### src/rtl/vend_controller_if.sv
// Handshake bundle between the vending controller and its coin, keypad, motor and change-return peripherals.
interface vend_controller_if;
  logic [1:0] coin;
  logic [1:0] sel;
  logic       cancel;
  logic       vend_req;
  logic       vend_id;
  logic       vend_ack;
  logic       chg_req;
  logic       chg_ack;
  logic [3:0] credit;
  logic       busy;
  logic       coin_reject;
  logic       sel_short;

  modport slave (
    input  coin, sel, cancel, vend_ack, chg_ack,
    output vend_req, vend_id, chg_req, credit, busy, coin_reject, sel_short
  );

  modport master (
    output coin, sel, cancel, vend_ack, chg_ack,
    input  vend_req, vend_id, chg_req, credit, busy, coin_reject, sel_short
  );
endinterface

### src/rtl/vend_controller.sv
// Two-product vending controller: collects coins, vends, returns change one unit per ack, refunds on cancel or idle timeout.
module vend_controller #(
  parameter int unsigned PRICE_A = 3,
  parameter int unsigned PRICE_B = 4,
  parameter int unsigned TIMEOUT = 255
) (
  input  logic            clk,
  input  logic            rst,
  vend_controller_if.slave bus
);

  localparam logic [1:0] S_IDLE    = 2'd0;
  localparam logic [1:0] S_COLLECT = 2'd1;
  localparam logic [1:0] S_VEND    = 2'd2;
  localparam logic [1:0] S_CHANGE  = 2'd3;

  localparam logic [3:0] PA       = 4'(PRICE_A);
  localparam logic [3:0] PB       = 4'(PRICE_B);
  localparam logic [7:0] TMR_LAST = 8'(TIMEOUT - 1);

  logic [1:0] state_q, state_d;
  logic [3:0] credit_q, credit_d;
  logic [7:0] tmr_q, tmr_d;
  logic       vend_id_q, vend_id_d;
  logic       coin_reject_q, coin_reject_d;
  logic       sel_short_q, sel_short_d;
  logic       vend_req_q, chg_req_q, busy_q;

  logic [4:0] coin_val;
  logic [4:0] coin_sum;
  logic       coin_vld, sel_vld, coin_acc;
  logic [3:0] price;

  always_comb begin
    coin_val = (bus.coin == 2'b01) ? 5'd1 : (bus.coin == 2'b10) ? 5'd2 : 5'd0;
    coin_vld = (coin_val != 5'd0);
    coin_sum = {1'b0, credit_q} + coin_val;
    sel_vld  = (bus.sel == 2'b01) || (bus.sel == 2'b10);
    price    = (bus.sel == 2'b10) ? PB : PA;
  end

  always_comb begin
    state_d       = state_q;
    credit_d      = credit_q;
    tmr_d         = tmr_q;
    vend_id_d     = vend_id_q;
    coin_reject_d = 1'b0;
    sel_short_d   = 1'b0;
    coin_acc      = 1'b0;

    case (state_q)
      S_IDLE: begin
        if (coin_vld) begin
          credit_d = coin_sum[3:0];
          state_d  = S_COLLECT;
          tmr_d    = '0;
        end
      end

      S_COLLECT: begin
        // Priority cancel > successful sel > coin; a short sel still lets the coin through.
        if (bus.cancel) begin
          state_d       = S_CHANGE;
          coin_reject_d = coin_vld;
          tmr_d         = '0;
        end else if (sel_vld && (credit_q >= price)) begin
          state_d       = S_VEND;
          credit_d      = credit_q - price;
          vend_id_d     = (bus.sel == 2'b10);
          coin_reject_d = coin_vld;
          tmr_d         = '0;
        end else begin
          sel_short_d   = sel_vld;
          coin_acc      = coin_vld && !coin_sum[4];
          coin_reject_d = coin_vld && coin_sum[4];
          if (coin_acc)
            credit_d = coin_sum[3:0];
          if (coin_acc || sel_vld) begin
            tmr_d = '0;
          end else if (tmr_q == TMR_LAST) begin
            state_d = S_CHANGE;
            tmr_d   = '0;
          end else begin
            tmr_d = tmr_q + 8'd1;
          end
        end
      end

      S_VEND: begin
        coin_reject_d = coin_vld;
        if (bus.vend_ack)
          state_d = (credit_q != 4'd0) ? S_CHANGE : S_IDLE;
      end

      S_CHANGE: begin
        coin_reject_d = coin_vld;
        if (chg_req_q && bus.chg_ack)
          credit_d = credit_q - 4'd1;
        if (credit_d == 4'd0)
          state_d = S_IDLE;
      end

      default: state_d = S_IDLE;
    endcase
  end

  always_ff @(posedge clk or posedge rst) begin
    if (rst) begin
      state_q       <= S_IDLE;
      credit_q      <= '0;
      tmr_q         <= '0;
      vend_id_q     <= 1'b0;
      coin_reject_q <= 1'b0;
      sel_short_q   <= 1'b0;
      vend_req_q    <= 1'b0;
      chg_req_q     <= 1'b0;
      busy_q        <= 1'b0;
    end else begin
      state_q       <= state_d;
      credit_q      <= credit_d;
      tmr_q         <= tmr_d;
      vend_id_q     <= vend_id_d;
      coin_reject_q <= coin_reject_d;
      sel_short_q   <= sel_short_d;
      // Request/busy flags registered from next-state so they track the state without decode glitches.
      vend_req_q    <= (state_d == S_VEND);
      chg_req_q     <= (state_d == S_CHANGE) && (credit_d != 4'd0);
      busy_q        <= (state_d == S_VEND) || (state_d == S_CHANGE);
    end
  end

  assign bus.vend_req    = vend_req_q;
  assign bus.vend_id     = vend_id_q;
  assign bus.chg_req     = chg_req_q;
  assign bus.credit      = credit_q;
  assign bus.busy        = busy_q;
  assign bus.coin_reject = coin_reject_q;
  assign bus.sel_short   = sel_short_q;

endmodule

### src/flat_wrapper.sv
// flat-port wrapper written by rule: the top's interface ports become plain ports
module vend_controller_flat 
#(
  parameter int unsigned PRICE_A = 3,
  parameter int unsigned PRICE_B = 4,
  parameter int unsigned TIMEOUT = 255
)
  (clk, rst, bus_coin, bus_sel, bus_cancel, bus_vend_ack, bus_chg_ack, bus_vend_req, bus_vend_id, bus_chg_req, bus_credit, bus_busy, bus_coin_reject, bus_sel_short);
  vend_controller_if bus_i ();
  input  logic clk;
  input  logic rst;
  input wire logic [$bits(bus_i.coin)-1:0] bus_coin;
  input wire logic [$bits(bus_i.sel)-1:0] bus_sel;
  input wire logic [$bits(bus_i.cancel)-1:0] bus_cancel;
  input wire logic [$bits(bus_i.vend_ack)-1:0] bus_vend_ack;
  input wire logic [$bits(bus_i.chg_ack)-1:0] bus_chg_ack;
  output wire logic [$bits(bus_i.vend_req)-1:0] bus_vend_req;
  output wire logic [$bits(bus_i.vend_id)-1:0] bus_vend_id;
  output wire logic [$bits(bus_i.chg_req)-1:0] bus_chg_req;
  output wire logic [$bits(bus_i.credit)-1:0] bus_credit;
  output wire logic [$bits(bus_i.busy)-1:0] bus_busy;
  output wire logic [$bits(bus_i.coin_reject)-1:0] bus_coin_reject;
  output wire logic [$bits(bus_i.sel_short)-1:0] bus_sel_short;
  assign bus_i.coin = bus_coin;
  assign bus_i.sel = bus_sel;
  assign bus_i.cancel = bus_cancel;
  assign bus_i.vend_ack = bus_vend_ack;
  assign bus_i.chg_ack = bus_chg_ack;
  assign bus_vend_req = bus_i.vend_req;
  assign bus_vend_id = bus_i.vend_id;
  assign bus_chg_req = bus_i.chg_req;
  assign bus_credit = bus_i.credit;
  assign bus_busy = bus_i.busy;
  assign bus_coin_reject = bus_i.coin_reject;
  assign bus_sel_short = bus_i.sel_short;
  vend_controller #(.PRICE_A(PRICE_A), .PRICE_B(PRICE_B), .TIMEOUT(TIMEOUT)) u_core (.clk(clk), .rst(rst), .bus(bus_i));
endmodule
### config.mk
export PLATFORM = sky130hd
export DESIGN_NAME = vend_controller_flat
export DESIGN_NICKNAME = d
export VERILOG_FILES = /design/src/rtl/vend_controller_if.sv /design/src/rtl/vend_controller.sv /design/src/flat_wrapper.sv
export SDC_FILE = /design/constraint.sdc
export NUM_CORES = 1
export LEC_CHECK = 0
export ABC_AREA = 1
export BUFFER_PORTS_ARGS = -buffer_cell sky130_fd_sc_hd__buf_2
export CAP_MARGIN = 20
export CORE_MARGIN = 2
export CORE_UTILIZATION = 57
export DETAILED_ROUTE_END_ITERATION = 8
export PLACE_DENSITY = 0.78
export SLEW_MARGIN = 20
export SYNTH_ARGS = -nofsm -noshare
export SYNTH_HDL_FRONTEND = slang
export SYNTH_SLANG_ARGS = --single-unit
### constraint.sdc
create_clock -name clk -period 2.8 [get_ports clk]
set_input_delay 0.14 -clock clk [delete_from_list [all_inputs] [get_ports clk]]
set_output_delay 0.14 -clock clk [all_outputs]
set_load 0.05 [all_outputs]
==> results of run 1 <==
state kept, by name, indices dropped and copies added, names as in the netlist:
| register | cells |
|---|---|
| u_core.bus.credit | 4 |
| u_core.bus.chg_req | 1 |
| u_core.bus.vend_id | 1 |
| u_core.bus.sel_short | 1 |
| u_core.bus.vend_req | 1 |
| u_core.bus.coin_reject | 1 |
| u_core.state_q | 2 |
| u_core.tmr_q | 8 |
| u_core.bus.busy | 1 |
timing repair:
action | in CTS | in global routing
gates resized for setup | 0 | 0
hold endpoints to repair | 20 | 0
setup buffers | 0 | 0
hold buffers | 1 | 0
cell families (layout without fill, tap and decap cells):
| kind of cell | after synthesis | count (layout) | share of synthesized area [%] |
|---|---|---|---|
| XOR/XNOR | 4 | 4 | 2.06 |
| AND/OR/NAND/NOR | 126 | 126 | 39.1 |
| buffers and inverters | 41 | 62 | 9.64 |
| adder cells (fa/ha/maj) | 13 | 13 | 10.4 |
| AO/OA/AOI/OAI | 27 | 27 | 9.27 |
| flip-flops | 20 | 20 | 29.4 |
cells in the final DEF (no fill, tap or decap), drive strengths merged:
cell type,netlist,final
inv,37,37
nor2b,1,1
clkinv,1,1
nor2,22,22
xor2,2,2
o21a,2,2
clkbuf,0,4
nand4,4,4
buf,3,19
nand3,25,25
nand3b,2,2
a31oi,1,1
dfrtp,20,20
o21ai,11,11
nor3,6,6
o211ai,2,2
fa,2,2
nand2,60,60
nor4,3,3
dlygate4sd3,0,1
and3,1,1
nor3b,2,2
ha,11,11
a21oi,11,11
xnor2,2,2
metal layers:
metal	up-vias	wire, um	global-route usage (%)
met5	-	0	0
met4	0	40	7.14
met3	7	284	4.62
met2	52	1650	37.6
met1	669	1660	31.8
li1	795	-	-
through the flow:
| stage | instance area [um2] | setup WS, ps | power [uW] | std cells | hold slack, ps |
|---|---|---|---|---|---|
| 2_1_floorplan | 1700 | 231 | 1400 | 231 | 104 |
| 3_3_place_gp | 1820 | 590 | 1640 | 278 | 304 |
| 3_5_place_dp | 1820 | 579 | 1650 | 278 | 314 |
| 4_1_cts | 1860 | 600 | 1820 | 283 | 123 |
| 5_1_grt | 1860 | 400 | 1980 | 283 | 126 |
| 6_report | 1860 | 585 | 1820 | 283 | 132 |
layout make-up:
| type | instances | area share, % |
|---|---|---|
| multi-input cells | 170 | 55.6 |
| flip-flops and latches | 20 | 26.9 |
| inverters | 38 | 7.66 |
| repair buffers | 20 | 5.78 |
| well taps | 31 | 2.08 |
| clock buffers | 4 | 1.95 |
power groups by stage:
| stage | sequential, uW | combinational, uW | clock [uW] |
|---|---|---|---|
| floorplan | 614 | 788 | 0 |
| global placement | 482 | 1160 | 0 |
| detailed placement | 483 | 1160 | 0 |
| CTS | 477 | 1170 | 172 |
| global route | 489 | 1300 | 184 |
| finish | 477 | 1180 | 167 |
worst paths after layout:
check / from / endpoint / slack [ps] / depth (start not counted)
worst max-delay path: u_core.bus.credit[0] / u_core.bus.chg_req / 590 / 15
worst min-delay path: bus_cancel / u_core.bus.sel_short / 130 / 2
worst max register to register: u_core.bus.credit[0] / u_core.bus.chg_req / 590 / 15
worst min register to register: u_core.bus.vend_id / u_core.bus.vend_id / 490 / 2
max in group asynchronous: rst / u_core.bus.credit[0] / 1770 / 3
min in group asynchronous: rst / u_core.bus.vend_req / 540 / 3
==> summary.md, run 1 <==
### Run status
* **outcome** finished, violations left
* **violated checks** design-rule violations

### CTS
* **cts bufs inserted** 3
* **clock buffer depth** 2
* **Worst-Skew Late Latency** 300 ps
* **number of clock sinks** 20
* **clock input transition at the sequential cells of the worst setup and hold paths** 110 ps
* **CTS root buffer** sky130_fd_sc_hd__clkbuf_4
* **CTS tree** done
* **H-tree depth** 1

### Flow run
* **number of max-capacitance violations reported** 0

### Placement
* **last weighted congestion value of the routability-driven placer** 0.939
* **detailed placement HPWL** 2880 um
* **PortBufs** 18

### Power
* **fraction of power consumed by sequential logic** 26.2%
* **Net Sw Frac** 54.5%
* **power spent charging and discharging nets** 992 uW
* **Power Internal** 827 uW
* **worst supply voltage drop on vdd** 811 uV
* **power share of the clock group** 9.2%
* **leakage power of the design** 0.000974 uW
* **power per unit of standard cell area** 977 mW/mm2
* **proportion of power drawn by combinational gates** 64.6%

### Routing
* **first drt pass iteration count** 6
* **drt initial violations** 80
* **average wire per standard cell** 12.8 um
* **remaining antenna violation count** 0
* **total via count after detailed routing** 1523
* **detailed-route DRC error count** 1
* **final routed wirelength across all metal layers** 3630 um
* **routed vias/inst** 5.38

### Logic synthesis
* **Yosys warning total** 0
* **sequential fraction of the synthesis area** 29.4%
* **number of instances in the synthesized netlist** 231
* **Primary FF master, synth** sky130_fd_sc_hd__dfrtp_1
* **top cell type's share of synthesized area** 29.4%
* **most instantiated cells after synthesis** sky130_fd_sc_hd__nand2_1, sky130_fd_sc_hd__inv_1, sky130_fd_sc_hd__nand3_1
* **Async SR Flop Fraction** 100%
* **post-synthesis instance area** 0.00170 mm2
* **total of flip-flops plus latches after synthesis** 20
* **dominant cells by area after synthesis** sky130_fd_sc_hd__dfrtp_1, sky130_fd_sc_hd__nand2_1, sky130_fd_sc_hd__ha_1, sky130_fd_sc_hd__nand3_1, sky130_fd_sc_hd__inv_1
* **synthesized net count** 253
* **number of distinct library cells after synthesis** 36
* **cell taking the most area after synthesis** sky130_fd_sc_hd__dfrtp_1
* **count leader, synth** sky130_fd_sc_hd__nand2_1
* **synthesized area per cell** 7.36 um2
* **EDFF count, synth** 0

### STA
* **Highest Clock Rate** 452 MHz
* **max-slew violation total from the final report** 0
* **fin crit period** 2210 ps
* **Finish-stage setup viols** 0
* **Slew @ Worst Pin** 794 ps
* **setup repair after global routing missed its margin** no
* **period utilization** 79.1%
* **Max-Slew Margin vs Limit** 47.0%
* **Final TNS setup** 0 ps
* **total count of hold-check failures in the final report** 0
* **worst-case clock skew** 1.40 ps

### Setup path
* **kind of cell with the highest combined delay on the critical path** simple AND/OR/NAND/NOR gates
* **Data required, critical path** 3010 ps
* **Max stage delay cell, worst path** sky130_fd_sc_hd__dfrtp_1
* **cell-by-cell trace of the critical path** clkinv_1 > ha_1 > fa_1 > inv_1 > nand2_1 > nand3_4 > nand2_4 > nand2_1 > nand2_1 > nand2_1 > nand3_1 > nand2_1 > nand3_1 > nor2_1 > nor2_1
* **Worst Path Class, Setup** reg2reg
* **maximum net fanout on the critical path** 8
* **most numerous cell on the critical path** sky130_fd_sc_hd__nand2_1
* **delay of the slowest cell on the worst path** 420 ps
* **number of buffer and inverter stages on the critical path** 2
* **endpoint kind of the worst setup timing path** flip-flop
* **startpoint types** flip-flop
* **CP arrival** 2420 ps

### Die
* **total die area** 0.00344 mm2
* **number of I/O pins** 19
* **area of the core** 0.00281 mm2
* **placement row count** 19
* **die outline height** 58.6 um
* **effective utilization at floorplan** 60.6%
* **Die W** 58.6 um

### Global routing
* **global-route wire length before repair** 6200 um
* **via count of the first global-routing pass** 1434
* **Congestion Overflow GR** 0
* **antenna violations before repair** 0
* **Global Route Usage Sum** 23.3%
* **pin count of the biggest net entering global routing** 21

### Finish
* **area used by sequential logic in the layout** 500 um2
* **area grow syn2layout** 9.49%
* **final net count** 275
* **number of diodes added for antenna fixing** 0
* **Finished Core Util** 66.4%
* **share of final-layout standard cells stronger than drive strength 1** 19.0%
* **area taken by multi-input logic gates** 0.00104 mm2
* **fillcell total** 260

### Min path
* **worst hold path type** in2reg

Note: power is estimated with default switching activity, not from simulation.
==> run 2: changes to the inputs <==
--- a/config.mk
+++ b/config.mk
@@ -9,9 +9,9 @@
 export BUFFER_PORTS_ARGS = -buffer_cell sky130_fd_sc_hd__buf_2
 export CAP_MARGIN = 20
 export CORE_MARGIN = 2
-export CORE_UTILIZATION = 57
+export CORE_UTILIZATION = 53
 export DETAILED_ROUTE_END_ITERATION = 8
-export PLACE_DENSITY = 0.78
+export PLACE_DENSITY = 0.76
 export SLEW_MARGIN = 20
 export SYNTH_ARGS = -nofsm -noshare
 export SYNTH_HDL_FRONTEND = slang
==> constraint.sdc (replaced) <==
create_clock -name clk -period 1.8 [get_ports clk]
set_input_delay 0.09 -clock clk [delete_from_list [all_inputs] [get_ports clk]]
set_output_delay 0.09 -clock clk [all_outputs]
set_load 0.05 [all_outputs]
==> run 2 against run 1 <==
Effect of this change: sequential power increased by 49%; fmax up 7.6%; critical path type unchanged; critical path depth unchanged; global-route usage is 1.6 points higher; the run ends with negative setup slack left; utilization up 8.1 points; combinational power increased by 130%.
==> summary.md, run 2 (same netlist as run 1, synthesis figures left out) <==
### Finish
* **area used by sequential logic in the layout** 503 um2
* **flip-flop count of the largest register, all copies and words added** 8
* **share of final-layout standard cells stronger than drive strength 1** 37.7%
* **area taken by multi-input logic gates** 0.00114 mm2
* **area grow syn2layout** 33.7%
* **largest register by flop count** u_core.tmr_q
* **most frequent standard cell in the layout excluding fill and tap cells** sky130_fd_sc_hd__nand2_1
* **number of diodes added for antenna fixing** 0
* **commonest cells after routing, fill and taps aside** sky130_fd_sc_hd__nand2_1, sky130_fd_sc_hd__buf_4, sky130_fd_sc_hd__inv_1, sky130_fd_sc_hd__nand3_1
* **fillcell total** 229
* **final net count** 307

### CTS
* **CTS root buffer** sky130_fd_sc_hd__clkbuf_4
* **clock buffer depth** 2
* **cts bufs inserted** 3
* **CTS tree** done
* **H-tree depth** 1
* **number of clock sinks** 20
* **clock input transition at the sequential cells of the worst setup and hold paths** 140 ps
* **Worst-Skew Late Latency** 330 ps

### STA
* **worst-case clock skew** 14.6 ps
* **final worst hold slack** 26.1 ps
* **total count of hold-check failures in the final report** 0
* **Highest Clock Rate** 486 MHz
* **setup repair after global routing missed its margin** yes
* **Finish-stage setup viols** 16
* **fin crit period** 2060 ps
* **max-slew violation total from the final report** 0
* **Setup WS post-layout** -258 ps
* **Final TNS setup** -2130 ps
* **period utilization** 114%
* **Max-Slew Margin vs Limit** 74.8%
* **Slew @ Worst Pin** 379 ps

### Setup path
* **Data required, critical path** 2080 ps
* **CP arrival** 2340 ps
* **Worst Path Class, Setup** reg2reg
* **endpoint kind of the worst setup timing path** flip-flop
* **startpoint types** flip-flop
* **maximum net fanout on the critical path** 8

### Flow run
* **number of max-capacitance violations reported** 0

### Routing
* **routed vias/inst** 5.12
* **drt initial violations** 81
* **detailed-route DRC error count** 0
* **remaining antenna violation count** 0
* **final routed wirelength across all metal layers** 4250 um
* **first drt pass iteration count** 4
* **total via count after detailed routing** 1679
* **average wire per standard cell** 13.0 um

### Run status
* **violated checks** negative setup slack
* **outcome** finished, violations left

### Global routing
* **Global Route Usage Sum** 24.9%
* **Congestion Overflow GR** 0
* **pin count of the biggest net entering global routing** 21
* **via count of the first global-routing pass** 1524
* **antenna violations before repair** 0
* **global-route wire length before repair** 6760 um

### Power
* **power spent charging and discharging nets** 1860 uW
* **Power Internal** 1970 uW
* **proportion of power drawn by combinational gates** 71.1%
* **leakage power of the design** 0.00115 uW
* **worst supply voltage drop on vdd** 1140 uV
* **fraction of power consumed by sequential logic** 18.6%
* **power share of the clock group** 10.3%
* **Net Sw Frac** 48.6%
* **power per unit of standard cell area** 1680 mW/mm2

### Placement
* **last weighted congestion value of the routability-driven placer** 0.921
* **detailed placement HPWL** 3140 um
* **PortBufs** 18

### Die
* **number of I/O pins** 19
* **die outline height** 60.6 um
* **effective utilization at floorplan** 55.7%
* **total die area** 0.00368 mm2
* **area of the core** 0.00305 mm2
* **placement row count** 20
* **Die W** 60.6 um

### Min path
* **worst hold path type** in2reg

==> run 2: cell types whose count changed in the layout (fill, tap and decap cells not counted), sizes merged <==
cell    before  now
bufinv       0    1
clkbuf       4    3
clkinv       1    0
buf         19   51
inv         37   38
==> run 2: layer usage <==
layer	share of wire, %	wire (um)	GRT usage [%]	vias to the layer above
met2	48	2040	39.8	46
li1	-	-	-	851
met1	45	1930	33.7	771
met3	5.0	213	4.48	11
met5	0	0	0	-
met4	1.6	69	9.32	0
==> run 2: repair_timing <==
action	CTS	global route
pin swaps	3	10
endpoints found under the hold margin	20	0
resized for setup	10	20
endpoints found under the setup margin	17	16
hold buffers	1	0
buffers inserted	1	8
==> run 2: worst paths after layout <==
check	start	to	slack, ps	depth (start not counted)
hold reg to reg	u_core.bus.vend_id	u_core.bus.vend_id	510	2
min in group asynchronous	rst	u_core.bus.chg_req	310	4
setup reg to reg	u_core.bus.credit[0]	u_core.bus.credit[1]	-260	15
setup / recovery	u_core.bus.credit[0]	u_core.bus.credit[1]	-260	15
hold / removal	bus_cancel	u_core.bus.sel_short	30	2
max in group asynchronous	rst	u_core.bus.coin_reject	1260	4
==> run 2: final cells by class <==
class                   count  area share (%)
clock buffers               3           0.991
multi-input cells         170            50.2
well taps                  44            2.42
inverters                  38            6.60
repair buffers             52            16.3
flip-flops and latches     20            22.1
clock inverters             1            1.32
==> run 2: worst max-delay path, cell delays in order, from the launching register on <==
cell and delay, ps:
sky130_fd_sc_hd__dfrtp_2 420, sky130_fd_sc_hd__buf_6 120, sky130_fd_sc_hd__inv_8 30, sky130_fd_sc_hd__ha_4 150, sky130_fd_sc_hd__fa_2 340, sky130_fd_sc_hd__inv_2 60, sky130_fd_sc_hd__nand2_2 60, sky130_fd_sc_hd__nand3_4 120
sky130_fd_sc_hd__nand2_8 90, sky130_fd_sc_hd__nand2_1 70, sky130_fd_sc_hd__nand3_1 90, sky130_fd_sc_hd__nand3_1 100, sky130_fd_sc_hd__nand2_1 70, sky130_fd_sc_hd__buf_4 130, sky130_fd_sc_hd__buf_4 130, sky130_fd_sc_hd__inv_2 40
==> run 2: through the flow <==
step           std cells  setup slack [ps]  util, %  area, um2  power [uW]
2_1_floorplan        231              -268        -       1730        2230
3_3_place_gp         314              -301     66.6       2030        2920
6_report             328              -258     74.5       2270        3830
5_1_grt              328              -356     74.5       2270        4120
4_1_cts              320              -192     69.8       2130        3430
3_5_place_dp         314              -284     66.6       2030        2950
==> run 2: power groups by stage <==
stage,logic (uW),clock network (uW),registers (uW)
floorplan,1260,0,968
CTS,2320,392,714
global placement,2200,0,724
detailed placement,2220,0,723
finish,2720,395,712
global route,2970,419,729
==> run 3: changes to the inputs <==
--- a/config.mk
+++ b/config.mk
@@ -9,9 +9,10 @@
 export BUFFER_PORTS_ARGS = -buffer_cell sky130_fd_sc_hd__buf_2
 export CAP_MARGIN = 20
 export CORE_MARGIN = 2
-export CORE_UTILIZATION = 53
+export CORE_UTILIZATION = 57
+export CTS_CLUSTER_SIZE = 30
 export DETAILED_ROUTE_END_ITERATION = 8
-export PLACE_DENSITY = 0.76
+export PLACE_DENSITY = 0.78
 export SLEW_MARGIN = 20
 export SYNTH_ARGS = -nofsm -noshare
 export SYNTH_HDL_FRONTEND = slang
==> constraint.sdc (replaced) <==
create_clock -name clk -period 2.6 [get_ports clk]
set_input_delay 0.13 -clock clk [delete_from_list [all_inputs] [get_ports clk]]
set_output_delay 0.13 -clock clk [all_outputs]
set_load 0.05 [all_outputs]
==> run 3 against run 2 <==
Effect of this change: flip-flop and latch count is the same; fmax fell by 6.2%; wire length is 15% lower; critical path depth is the same; hold slack better by 90 ps; the run ends with design-rule violations left; combinational power down 53%; sequential power decreased by 29%; highest routed layer unchanged; final area fell by 18%; die area fell by 6.6%.
==> summary.md, run 3 (same netlist as run 1, synthesis figures left out) <==
### Run status
* **outcome** finished, violations left
* **violated checks** design-rule violations

### CTS
* **clock buffer depth** 2
* **# Post-CTS Setup Buffers** 0
* **Worst-Skew Late Latency** 300 ps
* **number of clock sinks** 20
* **H-tree depth** 1
* **CTS root buffer** sky130_fd_sc_hd__clkbuf_4
* **CTS tree** done
* **quantity of gates resized following cts** 0
* **cts bufs inserted** 3
* **clock input transition at the sequential cells of the worst setup and hold paths** 110 ps

### Setup path
* **worst reg2reg endpoint** u_core.bus.chg_req
* **CP arrival** 2400 ps
* **Data required, critical path** 2810 ps
* **Reg-to-Reg Start** u_core.bus.credit[0]
* **maximum net fanout on the critical path** 8
* **Worst Path Class, Setup** reg2reg
* **slack of the worst reg-to-reg path** 410 ps
* **Worst R2R Path Depth** 15
* **startpoint types** flip-flop
* **endpoint kind of the worst setup timing path** flip-flop

### Global routing
* **global-route wire length before repair** 6020 um
* **Congestion Overflow GR** 0
* **Global Route Usage Sum** 23.1%
* **pin count of the biggest net entering global routing** 21
* **antenna violations before repair** 0
* **via count of the first global-routing pass** 1360

### Die
* **die outline height** 58.6 um
* **area of the core** 0.00281 mm2
* **placement row count** 19
* **effective utilization at floorplan** 60.6%
* **number of I/O pins** 19
* **Die W** 58.6 um
* **total die area** 0.00344 mm2

### Placement
* **last weighted congestion value of the routability-driven placer** 0.925
* **PortBufs** 18
* **detailed placement HPWL** 2880 um

### STA
* **Highest Clock Rate** 456 MHz
* **setup repair after global routing missed its margin** no
* **worst-case clock skew** 6.57 ps
* **max-slew violation total from the final report** 0
* **total count of hold-check failures in the final report** 0
* **Final TNS setup** 0 ps
* **Max-Slew Margin vs Limit** 48.2%
* **period utilization** 84.4%
* **fin crit period** 2190 ps
* **Finish-stage setup viols** 0
* **Slew @ Worst Pin** 777 ps

### Routing
* **average wire per standard cell** 12.8 um
* **remaining antenna violation count** 0
* **first drt pass iteration count** 7
* **routed vias/inst** 5.41
* **total via count after detailed routing** 1532
* **detailed-route DRC error count** 1
* **final routed wirelength across all metal layers** 3610 um
* **drt initial violations** 81

### Finish
* **flip-flop count of the largest register, all copies and words added** 8
* **final net count** 276
* **share of final-layout standard cells stronger than drive strength 1** 19.0%
* **largest register by flop count** u_core.tmr_q
* **number of diodes added for antenna fixing** 0
* **commonest cells after routing, fill and taps aside** sky130_fd_sc_hd__nand2_1, sky130_fd_sc_hd__inv_1, sky130_fd_sc_hd__nand3_1, sky130_fd_sc_hd__dfrtp_1, sky130_fd_sc_hd__buf_2
* **fillcell total** 260
* **area grow syn2layout** 9.12%
* **most frequent standard cell in the layout excluding fill and tap cells** sky130_fd_sc_hd__nand2_1
* **area used by sequential logic in the layout** 500 um2
* **area taken by multi-input logic gates** 0.00104 mm2

### Power
* **leakage power of the design** 0.000972 uW
* **power per unit of standard cell area** 1040 mW/mm2
* **worst supply voltage drop on vdd** 687 uV
* **post-route total power** 1940 uW

### Min path
* **hold endpoint** u_core.bus.sel_short
* **Worst Hold Path Cells** 2
* **beginning of the worst hold path** bus_cancel
* **worst hold path type** in2reg

### Flow run
* **number of max-capacitance violations reported** 0

## run 3: changes by cell type in the layout (fill, tap and decap cells not counted), moves of 3 or more
cell                      change
sky130_fd_sc_hd__ha_1         +3
sky130_fd_sc_hd__inv_2        -5
sky130_fd_sc_hd__buf_4       -26
sky130_fd_sc_hd__inv_1        +5
sky130_fd_sc_hd__buf_6        -4
sky130_fd_sc_hd__nand3_2      -4
sky130_fd_sc_hd__nand2_1      +5
sky130_fd_sc_hd__o21ai_2      -3
sky130_fd_sc_hd__nand2_2      -3
sky130_fd_sc_hd__nand3_1      +4
## run 3: worst max path at each step
stage | start | to | slack [ps] | depth (start not counted)
after floorplan | u_core.bus.credit[0] | u_core.bus.chg_req | 30 | 15
after global routing | u_core.bus.credit[0] | u_core.bus.chg_req | 230 | 16
after detailed placement | bus_sel[0] | u_core.bus.chg_req | 390 | 18
after global placement | bus_sel[0] | u_core.bus.chg_req | 470 | 18
final | u_core.bus.credit[0] | u_core.bus.chg_req | 410 | 15
after CTS | u_core.bus.credit[0] | u_core.bus.chg_req | 410 | 15
## run 3: layout make-up
type | instances | share of cell area [%]
Multi-Input combinational cell | 170 | 55.8
Clock buffer | 3 | 1.21
Inverter | 38 | 7.69
Timing Repair Buffer | 21 | 6.20
Sequential cell | 20 | 27.0
Tap cell | 31 | 2.09
## run 3: timing repair
| item | in CTS | in global routing |
|---|---|---|
| hold endpoints to repair | 20 | 0 |
| hold buffers | 1 | 0 |
| setup endpoints to repair | 0 | 0 |
## run 3: through the flow
step                      setup slack (ps)  util, %  instance area (um2)  hold WS (ps)  std cells
after detailed placement               390     65.0                 1820           311        279
after floorplan                       30.6        -                 1700          93.8        231
after global routing                   226     66.1                 1860          95.4        283
after CTS                              413     66.1                 1860          94.9        283
final                                  406     66.1                 1860           116        283
after global placement                 468     65.0                 1820           295        279
## run 3: routing by layer
layer  routed length (um)  part of all wire (%)  GRT usage (%)
met5                    0                     0              0
met4                   17                  0.47           3.90
met3                  217                   6.0           5.27
met2                 1710                    47           38.4
met1                 1660                    46           31.6
## run 3: critical path, cell delays in order (launching register included)
cell and delay [ps]:
sky130_fd_sc_hd__dfrtp_1 410, sky130_fd_sc_hd__clkinv_1 100, sky130_fd_sc_hd__ha_1 230, sky130_fd_sc_hd__fa_1 410
sky130_fd_sc_hd__inv_1 80, sky130_fd_sc_hd__nand2_1 90, sky130_fd_sc_hd__nand3_4 120, sky130_fd_sc_hd__nand2_4 80
sky130_fd_sc_hd__nand2_1 90, sky130_fd_sc_hd__nand2_1 50, sky130_fd_sc_hd__nand2_1 60, sky130_fd_sc_hd__nand3_1 60
sky130_fd_sc_hd__nand2_1 80, sky130_fd_sc_hd__nand3_1 80, sky130_fd_sc_hd__nor2_1 100, sky130_fd_sc_hd__nor2_1 50
## run 3: where the power goes
group	internal, uW	leakage, uW	total [uW]	switching [uW]
Combinational	422	0.000708	1280	862
Clock	54.0	0.0000138	146	92.0
Sequential	392	0.000250	506	114
